`src/rtl/multiword_add_seq.sv`:
```
// multiword_add_seq
//   Adds or subtracts two N*W-bit unsigned operands one W-bit slice per cycle.
//   A single shared carry_lookahead_adder is used, and the carry is chained
//   between cycles through a register.
//
//   Ports
//     i_clk, i_rst_n      clock, asynchronous active-low reset
//     i_valid / o_ready   operand request handshake (i_op_a, i_op_b, i_sub)
//     o_valid / i_ready   result handshake (o_result)
//     o_result[N*W-1:0]   sum or difference
//     o_result[N*W]       final carry-out (inverted borrow when subtracting)
//     o_busy              high whenever the block is not idle
//
//   state | meaning
//   ------+---------------------------------------------------------------
//   IDLE  | ready for a request; o_result holds the previous result
//   RUN   | processing slice idx (LSB slice first), one slice per cycle
//   DONE  | result valid and held until the consumer takes it

module carry_lookahead_adder #(
  parameter int W = 8
) (
  input  logic [W-1:0] i_add1,
  input  logic [W-1:0] i_add2,
  output logic [W:0]   o_result
);

  logic [W-1:0] gen;
  logic [W-1:0] prop;
  logic [W:0]   carry;
  logic         prop_run;

  // Each carry is formed directly from the generate/propagate terms of all
  // lower bits rather than from the previous carry.
  always_comb begin
    gen      = i_add1 & i_add2;
    prop     = i_add1 ^ i_add2;
    carry    = '0;
    prop_run = 1'b1;
    for (int i = 0; i < W; i++) begin
      carry[i+1] = gen[i];
      prop_run   = 1'b1;
      for (int j = i; j > 0; j--) begin
        prop_run   = prop_run & prop[j];
        carry[i+1] = carry[i+1] | (gen[j-1] & prop_run);
      end
    end
    o_result = {carry[W], prop ^ carry[W-1:0]};
  end

endmodule

module multiword_add_seq #(
  parameter int W = 8,
  parameter int N = 4
) (
  input  logic           i_clk,
  input  logic           i_rst_n,
  input  logic           i_valid,
  output logic           o_ready,
  input  logic [N*W-1:0] i_op_a,
  input  logic [N*W-1:0] i_op_b,
  input  logic           i_sub,
  output logic           o_valid,
  input  logic           i_ready,
  output logic [N*W:0]   o_result,
  output logic           o_busy
);

  localparam int M  = N * W;
  localparam int IW = (N > 1) ? $clog2(N) : 1;

  typedef enum logic [1:0] {
    ST_IDLE = 2'd0,
    ST_RUN  = 2'd1,
    ST_DONE = 2'd2
  } state_t;

  state_t          state_q, state_d;
  logic [M-1:0]    a_q, a_d;
  logic [M-1:0]    b_q, b_d;
  logic            sub_q, sub_d;
  logic            carry_q, carry_d;
  logic [IW-1:0]   idx_q, idx_d;
  logic [M:0]      result_q, result_d;

  logic [W-1:0]    b_slice_eff;
  logic [W:0]      cla_add1;
  logic [W:0]      cla_add2;
  logic [W+1:0]    cla_sum;
  logic [W-1:0]    slice_sum;
  logic            slice_cout;
  logic            cla_lsb_unused;

  // Captured operands shift right by one slice per RUN cycle, so the current
  // slice is always the low W bits.
  assign b_slice_eff = sub_q ? ~b_q[W-1:0] : b_q[W-1:0];

  // The extra LSB position injects carry_q: 1 + carry_q produces a carry of
  // exactly carry_q into bit 1, and its own sum bit is meaningless.
  assign cla_add1 = {a_q[W-1:0], 1'b1};
  assign cla_add2 = {b_slice_eff, carry_q};

  carry_lookahead_adder #(.W(W + 1)) u_cla (
    .i_add1   (cla_add1),
    .i_add2   (cla_add2),
    .o_result (cla_sum)
  );

  assign slice_sum      = cla_sum[W:1];
  assign slice_cout     = cla_sum[W+1];
  assign cla_lsb_unused = cla_sum[0];

  always_comb begin
    state_d  = state_q;
    a_d      = a_q;
    b_d      = b_q;
    sub_d    = sub_q;
    carry_d  = carry_q;
    idx_d    = idx_q;
    result_d = result_q;

    unique case (state_q)
      ST_IDLE: begin
        if (i_valid) begin
          a_d     = i_op_a;
          b_d     = i_op_b;
          sub_d   = i_sub;
          carry_d = i_sub;
          idx_d   = '0;
          state_d = ST_RUN;
        end
      end

      ST_RUN: begin
        result_d[idx_q*W +: W] = slice_sum;
        carry_d                = slice_cout;
        a_d                    = a_q >> W;
        b_d                    = b_q >> W;
        if (idx_q == IW'(N - 1)) begin
          result_d[M] = slice_cout;
          idx_d       = '0;
          state_d     = ST_DONE;
        end else begin
          idx_d = idx_q + 1'b1;
        end
      end

      ST_DONE: begin
        if (i_ready) begin
          state_d = ST_IDLE;
        end
      end

      default: begin
        state_d = ST_IDLE;
      end
    endcase
  end

  always_ff @(posedge i_clk or negedge i_rst_n) begin
    if (!i_rst_n) begin
      state_q  <= ST_IDLE;
      a_q      <= '0;
      b_q      <= '0;
      sub_q    <= 1'b0;
      carry_q  <= 1'b0;
      idx_q    <= '0;
      result_q <= '0;
    end else begin
      state_q  <= state_d;
      a_q      <= a_d;
      b_q      <= b_d;
      sub_q    <= sub_d;
      carry_q  <= carry_d;
      idx_q    <= idx_d;
      result_q <= result_d;
    end
  end

  assign o_ready  = (state_q == ST_IDLE);
  assign o_valid  = (state_q == ST_DONE);
  assign o_busy   = (state_q != ST_IDLE);
  assign o_result = result_q;

endmodule

```
`config.mk`:
```
export PLATFORM = sky130hd
export DESIGN_NAME = multiword_add_seq
export DESIGN_NICKNAME = d
export VERILOG_FILES = /design/src/rtl/multiword_add_seq.sv
export SDC_FILE = /design/constraint.sdc
export NUM_CORES = 1
export LEC_CHECK = 0
export ABC_AREA = 1
export CAP_MARGIN = 5
export CORE_AREA = 2 2 156 97
export CTS_CLUSTER_DIAMETER = 30
export CTS_CLUSTER_SIZE = 24
export DETAILED_ROUTE_END_ITERATION = 10
export DIE_AREA = 0 0 158 99
export PLACE_DENSITY = 0.64
export SLEW_MARGIN = 20
export SYNTH_ARGS = -nofsm -noshare
export SYNTH_HDL_FRONTEND = slang
export SYNTH_HIERARCHICAL = 1
export SYNTH_SLANG_ARGS = --single-unit
```
`constraint.sdc`:
```
create_clock -name i_clk -period 3.05 [get_ports i_clk]
set_clock_uncertainty 0.1 [all_clocks]
set_input_delay 0.61 -clock i_clk [delete_from_list [all_inputs] [get_ports i_clk]]
set_output_delay 0.61 -clock i_clk [all_outputs]
set_load 0.05 [all_outputs]
```
======== Word level (Yosys, flattened, before mapping) ========
Index checks and enable logic that the tools add are counted.
storage, ports and cells
  output and inout bits ................... 36
  register bits ........................... 103
  input bits .............................. 69
  word-level logic and storage cells ...... 143
cells by class
  add/sub/neg operators ................... 2
  shift-type cells ........................ 2
  reduce and logical (&&, ||, !) cells .... 6
  bitwise operators ....................... 104
  equal/unequal tests ..................... 6
  multiplexer cells ....................... 16
operator list
  kind                                                                      count
  32-bit case mux with 2 select lines                                       2
  1-bit bitwise AND                                                         64
  32-bit two-way mux                                                        2
  1-bit OR                                                                  36
  5-bit negation with 34-bit output                                         1
  8-bit by 34-bit variable shift with 33-bit output (first input constant)  1
  8-bit by 34-bit variable part select with 33-bit output                   1
  33-bit bitwise mux                                                        1
  9-bit bitwise XOR                                                         2
  2-bit two-way mux                                                         5
  9-bit bitwise AND                                                         1
  8-bit two-way mux                                                         1
  8-bit inverter                                                            1
  2-bit case mux with 3 select lines                                        1
  2-bit equality test (second input constant)                               2
  2-bit inequality test (second input constant)                             2
  2-bit case mux with 2 select lines                                        1
  2-bit AND reduction                                                       2
  2-bit nonzero test                                                        2
  3-bit AND reduction                                                       1
  2-bit by 1-bit adder with 2-bit output (second input constant)            1
  2-bit by 1-bit equality test with 1-bit output (second input constant)    1
  2-bit logical NOT                                                         1
  1-bit two-way mux                                                         2
  other kinds (2)                                                           2

======== Logic depth before layout (Yosys ltp) ========
  depth in word-level cells ............... 15
  mapped depth ............................ 14
  gate-level depth less buffers ........... 13

======== Modules after synthesis ========
Netlist, hierarchy kept.
by module, submodules not included
  module                 instances  area an instance (µm²)  seq. area each (µm²)  cells an instance
  multiword_add_seq      1          4857.2                  2577.5                649
  carry_lookahead_adder  1          445.4                   0.0                   73

======== Least setup slack after synthesis ========
Ideal clock, no wire load.
  kind .................................... register -> output
  start ................................... reg state_q[0]
  end ..................................... out o_valid
  stages on the path, launching flop included .. 4
  required time ........................... 2.340 ns
  arrival ................................. 1.369 ns
  path slack .............................. 0.971 ns
  path buffers ............................ 2
  path through ............................ dfrtp_1 -> buf_4 -> clkbuf_1 -> nor2_1
on the way
  longest elaborated chain between the ends .. 1
RTL lines
  element                 RTL line  RTL
  from (decl)             79        state_t state_q, state_d;
  from (signal assigned)  171       state_q <= state_d;
  2-bit equality test     182       assign o_valid = (state_q == ST_DONE);
  to (decl)               64        output logic o_valid,
No other way between the ends.

======== Worst setup path after layout ========
  start ................................... reg state_q[0]
  end ..................................... out o_ready
on the way
  longest elaborated chain between the ends .. 1
RTL lines
  element            RTL line  RTL
  2-bit logical NOT  181       assign o_ready = (state_q == ST_IDLE);
  to (decl)          60        output logic o_ready,
No other way between the ends.

==> results.py <==
metrics = {
    "final_layout": {
        "design_area_um2": 6830,
        "n_antenna_cell": 0,
        "multiInputGateArea_um2": 2450,
        "layout_common_cells": "nand2_1, dfrtp_1, clkdlybuf4s50_1",
        "nNetsFinal": 896,
        "final_common_cell": "nand2_1",
        "final_core_util_pct": 48.1,
        "fill_cells": 1435,
        "layout-drive-gt1-share_pct": 5.38,
        "final-seq-area_um2": 2580,
        "area_growth_syn_to_layout_pct": 28.8,
    },
    "placement": {
        "post-dp-hpwl_um": 9700,
        "place_area_um2": 6520,
        "gp_congestion": 0.845,
        "portBuffers": 104,
    },
    "grt": {
        "grt_usage_pct": 18.7,
        "grt_pass1_wl_um": 23100,
        "grt_util_met1_pct": 30.3,
        "antenna_found_initial": 0,
        "grt_max_degree": 68,
        "grt_pass1_vias": 4515,
        "globalRouteOverflowTotal": 0,
        "gr-usage-met3_pct": 4.44,
        "busiest_layer": "met1",
        "use_met2_pct": 25.1,
    },
    "sta": {
        "slew_violations": 0,
        "fmax_mhz": 390,
        "post-route-period-util_pct": 84.0,
        "setup_viol_count_final": 0,
        "worst-slew-pin-transition_ns": 0.702,
        "finalSetupTns_ns": 0,
        "max_slew_margin_pct": 53.2,
        "rsz0062_at_grt": "false",
        "post-route-min-period_ns": 2.56,
        "finalHoldViolCount": 0,
        "hold_ws_ns": 0.134,
    },
    "clock_network": {
        "cts_hold_buf": 0,
        "post_cts_resized": 0,
        "cts_buffer_depth": 2,
        "cts_tree": "done",
        "cts_buffers": 9,
        "clk-insertion-delay-late_ns": 0.35,
        "clk_pin_slew_ns": 0.07,
        "clock-root-buffer": "clkbuf_16",
        "cts_num_sinks": 103,
        "post_cts_buffers": 0,
        "htree_levels": 3,
    },
    "critical_path": {
        "worstSetupPathType": "flip-flop to output pin",
        "crit_buf_inv": 1,
        "crit_arrival_ns": 1.85,
        "path_cells": "nor2_2 -> clkdlybuf4s50_1",
        "critPathCaptureType": "output pin",
        "path_delay_family": "buffers and inverters",
        "r2r_slack_ns": 0.70,
        "timing.rr.start": "sub_q$_DFFE_PN0P_",
        "critPathMaxStageDelay_ns": 0.85,
        "cp_max_fo": 7,
        "crit_start": "state_q[0]$_DFFE_PN0P_",
        "critPathSlowestCell": "clkdlybuf4s50_1",
        "start_kind": "flip-flop",
        "required_ns": 2.34,
    },
    "routing": {
        "vias_per_cell": 4.62,
        "post-route-drc-count": 0,
        "wirelength_um": 13900,
        "wl_per_cell_um": 13.6,
        "vias": 4691,
        "ant_nets": 0,
        "drtPass1Iterations": 5,
        "drt-initial-drc-count": 306,
    },
    "yosys": {
        "yosys-top-cells-area": "dfrtp_1, nand2_1, nand3_1, ha_1, inv_1",
        "ys_warn_count": 6,
        "syn-cell-area_um2": 5300,
        "synth_top_cell_by_area": "dfrtp_1",
        "synth_cell_types": 28,
        "yosys.area.top_type_share_pct": 48.6,
        "ys_seq_area_share_pct": 48.6,
        "synthCells": 722,
        "syn_avg_cell_area_um2": 7.34,
        "ys_ff_latch": 103,
        "synth_nets": 805,
    },
    "floorplanning": {
        "io_pins": 105,
        "die-area_um2": 15600,
        "core-area_um2": 14200,
        "die_h_um": 99,
        "fp.dieW_um": 158,
        "start_util_pct": 37.3,
        "rows": 34,
    },
    "run_status": {
        "run_status": "finished, final reports clean",
    },
    "worst_hold_path": {
        "min_path_type": "primary input to asynchronous set/reset pin",
    },
    "power_and_ir_drop": {
        "p_per_area_nw_per_um2": 1180,
        "ir_worst_vdd_mv": 0.498,
        "leakage_nw": 3.66,
    },
    "job": {
        "maxCapViolations": 0,
    },
}
==> through the flow <==
stage / total power [mW] / cells / setup WS (ns)
2_1_floorplan: 5.66 / 722 / 0.971
3_3_place_gp: 6.89 / 1000 / 0.759
3_5_place_dp: 6.91 / 1000 / 0.729
4_1_cts: 8.13 / 1016 / 0.468
5_1_grt: 8.85 / 1016 / 0.417
6_report: 8.08 / 1016 / 0.488
==> synth_stat cells, drive strengths merged <==
| cell | count |
|---|---|
| ha | 13 |
| or2 | 1 |
| o21a | 1 |
| fa | 1 |
| xor2 | 10 |
| o21ai | 11 |
| clkinv | 1 |
| buf | 20 |
| clkbuf | 12 |
| nor2 | 21 |
| nand3 | 78 |
| nand4 | 2 |
| inv | 34 |
| o31ai | 1 |
| nand2 | 406 |
| xnor2 | 2 |
| dfrtp | 103 |
| conb | 1 |
| a21oi | 4 |
==> registers in the layout, indices dropped and copies added, names as in the netlist <==
signal	count
carry_q	1
sub_q	1
b_q	32
state_q	2
o_result	33
a_q	32
idx_q	2
==> report_power, final <==
group | switching, mW | total [mW] | leakage (nW) | internal (mW)
clock network | 0.542 | 1.19 | 0.147 | 0.647
registers | 0.377 | 2.29 | 1.34 | 1.92
logic | 3.13 | 4.60 | 2.17 | 1.47
total | 4.05 | 8.08 | 3.66 | 4.04
==> kinds of logic (layout without fill, tap and decap cells) <==
group	after synthesis	after routing	synth area share (%)
other	1	1	0.0707
AOI/OAI and AO/OA	17	17	1.77
buffers and inverters	67	163	5.29
and+or+nand+nor	508	508	38.8
adders and majority gates	14	14	3.45
xor gates and xnor gates	12	12	1.98
DFF	103	103	48.6
==> worst reg2reg max path, cell delays in order (launching register included) <==
cell     delay (ns)
dfrtp_1        0.55
xor2_1         0.24
ha_1           0.40
inv_1          0.10
nor2_4         0.12
nand3_2        0.09
nand2_2        0.10
nand2_2        0.07
nand3_2        0.05
nand2_1        0.09
nand2_1        0.12
inv_1          0.07
nand3_1        0.11
nand2_1        0.06
==> layer usage <==
metal | vias to the layer above | part of all wire [%]
met5 | - | 0
met4 | 0 | 0.61
met3 | 10 | 5.6
met2 | 124 | 40
met1 | 2143 | 54
li1 | 2414 | -
==> path summary, 6_finish.rpt <==
check                                            to  cells after the start
max reg2reg                o_result[23]$_DFFE_PN0P_                     13
max in group asynchronous       a_q[21]$_DFFE_PN0P_                      2
min reg2reg                     b_q[22]$_DFFE_PN0P_                      2
min                             a_q[12]$_DFFE_PN0P_                      1
min in group i_clk              b_q[22]$_DFFE_PN0P_                      2
max                                         o_ready                      2
==> area by class of cell <==
type | count | area share [%]
Clock buffer | 9 | 3.30
Clock inverter | 7 | 1.19
Inverter | 35 | 1.92
Multi-Input combinational cell | 552 | 36.0
Sequential cell | 103 | 37.8
Tap cell | 198 | 3.63
Timing Repair Buffer | 112 | 16.2
Note: power is estimated with default switching activity, not from simulation.
